--- config.mk ---
export PLATFORM = sky130hd
export DESIGN_NAME = mdio_multi_master
export DESIGN_NICKNAME = d
export VERILOG_FILES = /design/src/rtl/mdio_pkg.sv /design/src/rtl/mdio_clkgen.sv /design/src/rtl/mdio_multi_master.sv
export SDC_FILE = /design/constraint.sdc
export NUM_CORES = 1
export LEC_CHECK = 0
export ABC_AREA = 1
export BUFFER_PORTS_ARGS = -buffer_cell sky130_fd_sc_hd__buf_2
export CORE_MARGIN = 2
export CORE_UTILIZATION = 50
export CTS_CLUSTER_SIZE = 20
export DETAILED_ROUTE_END_ITERATION = 7
export PLACE_DENSITY_LB_ADDON = 0.05
export RECOVER_POWER = 50
export SYNTH_ARGS = -nofsm -noshare
export SYNTH_HDL_FRONTEND = slang
export SYNTH_SLANG_ARGS = --single-unit
export TNS_END_PERCENT = 5
--- constraint.sdc ---
create_clock -name mgmt_clk -period 2.8 [get_ports mgmt_clk]
set_clock_uncertainty 0.05 [all_clocks]
set_input_delay 0.42 -clock mgmt_clk [delete_from_list [all_inputs] [get_ports mgmt_clk]]
set_output_delay 0.42 -clock mgmt_clk [all_outputs]
set_load 0.005 [all_outputs]
--- src/rtl/mdio_pkg.sv ---
// mdio_pkg: frame field codes, FSM encoding and op decode shared by the MDIO master.
package mdio_pkg;
  typedef enum logic [2:0] {S_IDLE, S_PRE, S_HDR, S_TA, S_DATA, S_DONE} state_t;
  localparam logic [1:0] ST_C22    = 2'b01;
  localparam logic [1:0] ST_C45    = 2'b00;
  localparam logic [1:0] OP_ADDR   = 2'b00;
  localparam logic [1:0] OP_WRITE  = 2'b01;
  localparam logic [1:0] OP_PRIA   = 2'b10;
  localparam logic [1:0] OP_READ   = 2'b11;
  localparam logic [1:0] OP_C22_RD = 2'b10;
  localparam logic [1:0] TA_WRITE  = 2'b10;
  localparam logic [5:0] HDR_BITS  = 6'd14;
  localparam logic [5:0] TA_BITS   = 6'd2;
  localparam logic [5:0] DATA_BITS = 6'd16;
  function automatic logic op_legal(input logic c45, input logic [1:0] op);
    return c45 || op == OP_WRITE || op == OP_C22_RD;
  endfunction
  function automatic logic op_read(input logic c45, input logic [1:0] op);
    return c45 ? (op == OP_READ || op == OP_PRIA) : op == OP_C22_RD;
  endfunction
endpackage

--- src/rtl/mdio_clkgen.sv ---
// mdio_clkgen: MDC divider with one-cycle rise/fall strobes; idles low while disabled.
module mdio_clkgen #(
  parameter int DIV_W = 8
) (
  input  logic             clk_i,
  input  logic             rst_i,
  input  logic             en_i,
  input  logic [DIV_W-1:0] div_i,
  output logic             mdc_o,
  output logic             rise_o,
  output logic             fall_o
);
  logic [DIV_W-1:0] cnt_q;
  logic             mdc_q;
  logic             wrap;
  assign wrap   = en_i && cnt_q == div_i - DIV_W'(1);
  assign mdc_o  = mdc_q;
  assign rise_o = wrap && !mdc_q;
  assign fall_o = wrap && mdc_q;
  always_ff @(posedge clk_i or posedge rst_i) begin
    if (rst_i) begin
      cnt_q <= '0;
      mdc_q <= 1'b0;
    end else if (!en_i) begin
      cnt_q <= '0;
      mdc_q <= 1'b0;
    end else begin
      cnt_q <= wrap ? '0 : cnt_q + DIV_W'(1);
      mdc_q <= mdc_q ^ wrap;
    end
  end
endmodule

--- src/rtl/mdio_multi_master.sv ---
// mdio_multi_master: one Clause 22/45 MDIO frame per accepted command, with
// runtime MDC divider, optional preamble and no-PHY-response detection.
module mdio_multi_master
  import mdio_pkg::*;
#(
  parameter int DIV_W   = 8,
  parameter int PRE_LEN = 32
) (
  input  logic             mgmt_clk,
  input  logic             reset,
  input  logic [DIV_W-1:0] cfg_clk_div,
  input  logic             cfg_no_pre,
  input  logic             cmd_valid,
  output logic             cmd_ready,
  input  logic             cmd_c45,
  input  logic [1:0]       cmd_op,
  input  logic [4:0]       cmd_prtad,
  input  logic [4:0]       cmd_devad,
  input  logic [15:0]      cmd_data,
  output logic             rsp_valid,
  output logic [15:0]      rsp_data,
  output logic             rsp_err,
  output logic             mdc,
  output logic             mdio_o,
  output logic             mdio_t,
  input  logic             mdio_i
);
  state_t           state_q, state_d;
  logic [5:0]       cnt_q, cnt_d;
  logic [31:0]      tx_q, tx_d;
  logic [15:0]      rx_q, rsp_data_q;
  logic [DIV_W-1:0] div_q;
  logic             rd_q, rd_d, err_q, mdo_q, mdo_d, mdt_q, mdt_d;
  logic             acc, en, rise, fall;

  assign acc = cmd_valid && cmd_ready;

  mdio_clkgen #(.DIV_W(DIV_W)) u_clkgen (
    .clk_i (mgmt_clk),
    .rst_i (reset),
    .en_i  (en),
    .div_i (div_q),
    .mdc_o (mdc),
    .rise_o(rise),
    .fall_o(fall)
  );

  always_ff @(posedge mgmt_clk or posedge reset) begin
    if (reset) begin
      state_q <= S_IDLE;
      cnt_q   <= '0;
    end else begin
      state_q <= state_d;
      cnt_q   <= cnt_d;
    end
  end

  always_comb begin
    state_d = state_q;
    cnt_d   = cnt_q;
    case (state_q)
      S_IDLE: if (cmd_valid) begin
        state_d = !op_legal(cmd_c45, cmd_op) ? S_DONE : cfg_no_pre ? S_HDR : S_PRE;
        cnt_d   = cfg_no_pre ? HDR_BITS - 6'd1 : 6'(PRE_LEN - 1);
      end
      S_DONE: state_d = S_IDLE;
      default: if (fall) begin
        state_d = cnt_q != '0 ? state_q : state_q == S_PRE ? S_HDR :
                  state_q == S_HDR ? S_TA : state_q == S_TA ? S_DATA : S_DONE;
        cnt_d   = cnt_q != '0 ? cnt_q - 6'd1 : state_q == S_PRE ? HDR_BITS - 6'd1 :
                  state_q == S_HDR ? TA_BITS - 6'd1 : DATA_BITS - 6'd1;
      end
    endcase
  end

  always_comb begin
    en        = state_q inside {S_PRE, S_HDR, S_TA, S_DATA};
    cmd_ready = state_q == S_IDLE;
    rsp_valid = state_q == S_DONE;
    rsp_err   = rsp_valid && err_q;
  end

  // The preamble leaves the shift register untouched, so HDR starts on tx_q[31].
  always_comb begin
    rd_d  = acc ? op_read(cmd_c45, cmd_op) : rd_q;
    tx_d  = acc ? {cmd_c45 ? ST_C45 : ST_C22, cmd_op, cmd_prtad, cmd_devad, TA_WRITE, cmd_data} :
            fall && state_q != S_PRE ? {tx_q[30:0], 1'b0} : tx_q;
    mdt_d = state_d inside {S_IDLE, S_DONE} || (rd_d && state_d inside {S_TA, S_DATA});
    mdo_d = mdt_d || state_d == S_PRE || tx_d[31];
  end

  always_ff @(posedge mgmt_clk or posedge reset) begin
    if (reset) begin
      tx_q       <= '0;
      rx_q       <= '0;
      rsp_data_q <= '0;
      div_q      <= DIV_W'(1);
      rd_q       <= 1'b0;
      err_q      <= 1'b0;
      mdo_q      <= 1'b1;
      mdt_q      <= 1'b1;
    end else begin
      tx_q  <= tx_d;
      rd_q  <= rd_d;
      mdo_q <= mdo_d;
      mdt_q <= mdt_d;
      if (acc) begin
        div_q      <= cfg_clk_div == '0 ? DIV_W'(1) : cfg_clk_div;
        err_q      <= !op_legal(cmd_c45, cmd_op);
        rsp_data_q <= '0;
      end
      if (rise && state_q == S_DATA) rx_q <= {rx_q[14:0], mdio_i};
      if (rise && state_q == S_TA && cnt_q == '0 && rd_q) err_q <= mdio_i;
      if (fall && state_d == S_DONE) rsp_data_q <= rd_q ? rx_q : '0;
    end
  end

  assign rsp_data = rsp_data_q;
  assign mdio_o   = mdo_q;
  assign mdio_t   = mdt_q;
endmodule

==> results.cfg <==
[drt]
routedWlPerCell_um = 13.5
drt-initial-drc-count = 100
dr_total_vias = 3737
routed_wl_mm = 9.69
via_per_inst = 5.21
drc = 0
antenna_left = 0
first_pass_iters = 5

[power]
peakVddDrop_mv = 0.283
power.density_nw_per_um2 = 433
p_leak_nw = 2.92

[placed_design]
place_area_um2 = 5060
dp_hpwl_mm = 6.61
io_buffer_count = 63
gp_congestion = 0.831

[worst_setup_path]
crit_required_ns = 3.01
rr_worst_depth = 18
worstSetupEndpointType = flop
criticalPathCategory = reg2reg
start_kind = flop
regToRegSetupSlack_ns = 0.01
worstReg2RegStart = div_q[0]
r2r-end = rsp_data[10]
crit_fanout = 8
critPathArrivalTime_ns = 3.00

[die]
num_io_pins = 64
core_um2 = 8760
rows = 34
initial_core_util_pct = 52.0
die_w_um = 99.4
die_area_um2 = 9890
die_h_um = 99.4

[yosys]
synth_area_um2 = 4550
syn_area_per_cell_um2 = 8.74
ys_warn_count = 0
syn-num-nets = 568
ys_ff_latch = 94
seq_area_frac_synth_pct = 51.7
synthArstFlopShare_pct = 100
synth_edf_count = 0
synthDistinctLibCells = 41
syn_inst = 521
synth_ff_type = dfrtp_1

[clock_network]
clock_sink_count = 94
cts-htree-levels = 3
tritoncts = done
cts_made_buffers = 9
clk_pin_slew_worst_paths_ns = 0.10
cts.root.buffer_cell = clkbuf_8
clk_path_buf_depth = 2
insertion_delay_ns = 0.36

[run_status]
status = finished with violations
violations = max-capacitance violations, max-slew violations

[grt]
grtUsageTotal_pct = 21.2
grt_pass1_vias = 3707
grt_max_degree = 95
gr-total-overflow = 0
grt_pass1_wl_mm = 17.0
antenna_found_initial = 0

[sta]
period_minus_slack_ns = 2.79
finalHoldViolCount = 0
timing.fmax_mhz = 358
slew_headroom_pct = -53.7
grt_setup_unrepaired = yes
setup_viol = 0
period_share_pct = 99.7
tightestPinTransition_ns = 2.31
hold_slack_ns = 0.218
slew_violations = 95

[finish]
n_antenna_cell = 0
fin_area_um2 = 5510
multi_input_area_um2 = 2040
nNetsFinal = 651
drive_gt1_share_pct = 25.9
nFillCells = 759
synthToLayoutAreaGrowth_pct = 21.1
fin_util_pct = 62.9
regArea_um2 = 2360

[worst_hold_path]
worstHoldPathType = in2reg
whs_path_depth = 3
hold_end = div_q[5]
hold_path_startpoint = cfg_clk_div[5]

[run]
drv_cap = 1
-- synthesized netlist by cell type (all sizes together), types with 5 or more instances --
| cell type | number | share of area, % |
|---|---|---|
| nand2 | 149 | 13 |
| buf | 13 | 1.8 |
| nor2 | 47 | 5.0 |
| ha | 5 | 1.4 |
| nand3 | 34 | 4.4 |
| a21oi | 13 | 1.7 |
| o21ai | 20 | 2.3 |
| a22oi | 28 | 4.6 |
| inv | 50 | 4.1 |
| nand4 | 22 | 3.0 |
| xnor2 | 6 | 1.2 |
| clkbuf | 7 | 0.58 |
| xor2 | 6 | 1.2 |
| dfrtp | 91 | 50 |
-- critical path, stage by stage (launching register included) --
cell	delay (ns)
dfstp_2	0.55
inv_2	0.05
buf_4	0.13
nand2_1	0.10
xor2_2	0.20
xor2_1	0.19
nand3_2	0.11
nor2_4	0.15
ha_4	0.15
nand4_1	0.13
nand2_1	0.13
nand2_2	0.06
nand2_2	0.07
nand2_4	0.07
nor2_8	0.16
buf_12	0.15
nand2_8	0.07
nand3_1	0.08
nand2_1	0.06
-- layout make-up --
class	count	share of cell area, %
Timing Repair Buffer	91	11.1
Clock buffer	10	2.31
Inverter	50	3.43
Tap cell	108	2.45
Clock inverter	6	0.976
Multi-Input combinational cell	358	37.1
Sequential cell	94	42.7
-- metrics by stage --
step | power (W) | worst slack, ns | TNS, ns | instances
after floorplan | 0.00151 | 0.00328 | 0 | 521
after global placement | 0.00156 | 0.0596 | 0 | 688
after detailed placement | 0.00156 | -0.00636 | -0.00837 | 688
after CTS | 0.00242 | 0.000190 | 0 | 716
after global routing | 0.00249 | -0.163 | -2.55 | 717
final | 0.00239 | 0.00954 | 0 | 717
-- power breakdown --
part	internal, W	total (W)	switching [W]
Combinational	0.0000518	0.000127	0.0000747
Clock	0.000339	0.000851	0.000512
Sequential	0.00139	0.00141	0.0000234
Total	0.00178	0.00239	0.000610
-- metal layers --
layer  up-vias  wire length, µm  global-route usage [%]
met5         -                0                       0
met4         0               70                    7.59
met3         7              443                    3.72
met2        63             4550                    34.0
met1      1776             4620                    29.2
li1       1891                -                       -
-- placed cells by master (no fill, tap or decap), drive strengths merged, types with 3 or more instances in the layout --
master	n
nand2	150
dfrtp	91
buf	90
inv	52
nor2	47
nand3	34
a22oi	28
nand4	22
o21ai	20
a21oi	13
clkbuf	11
xnor2	6
xor2	6
ha	5
nand3b	4
nor3	4
or2	3
a31oi	3
dfstp	3
-- logic make-up (layout without fill, tap and decap cells) --
group / after synthesis / count (layout) / synth area share, %
multiplexers: 2 / 2 / 0.495
AND/OR/NAND/NOR: 265 / 266 / 27.1
flip-flops: 94 / 94 / 51.7
XOR/XNOR: 12 / 12 / 2.31
buffers and inverters: 70 / 157 / 6.49
AO/OA/AOI/OAI: 73 / 73 / 10.5
adder cells (fa/ha/maj): 5 / 5 / 1.37
-- how the worst max path moves through the flow --
stage | from | endpoint | slack (ns) | cells past startpoint
floorplan | div_q[0] | rsp_data[3] | 0.003 | 18
global placement | div_q[0] | rsp_data[7] | 0.06 | 17
detailed placement | div_q[0] | rsp_data[3] | -0.006 | 17
CTS | div_q[0] | rsp_data[10] | 0.0002 | 18
global route | div_q[0] | rsp_data[12] | -0.16 | 18
finish | div_q[0] | rsp_data[10] | 0.01 | 18
-- sequential cells by signal (all words and copies together), names as in the netlist --
signal          count
cnt_q               6
div_q               8
err_q               1
mdio_o              1
mdio_t              1
rd_q                1
rsp_data           16
rx_q               16
state_q             3
tx_q               32
u_clkgen.cnt_q      8
u_clkgen.mdc_o      1
-- timing repair --
action,4_1_cts,5_1_grt
endpoints found under the setup margin,16,58
resized for setup,12,9
cloned,2,0
hold buffers,0,0
buffers inserted,10,1
pin swaps,14,19
No activity file was read; power rests on OpenSTA's default activity.
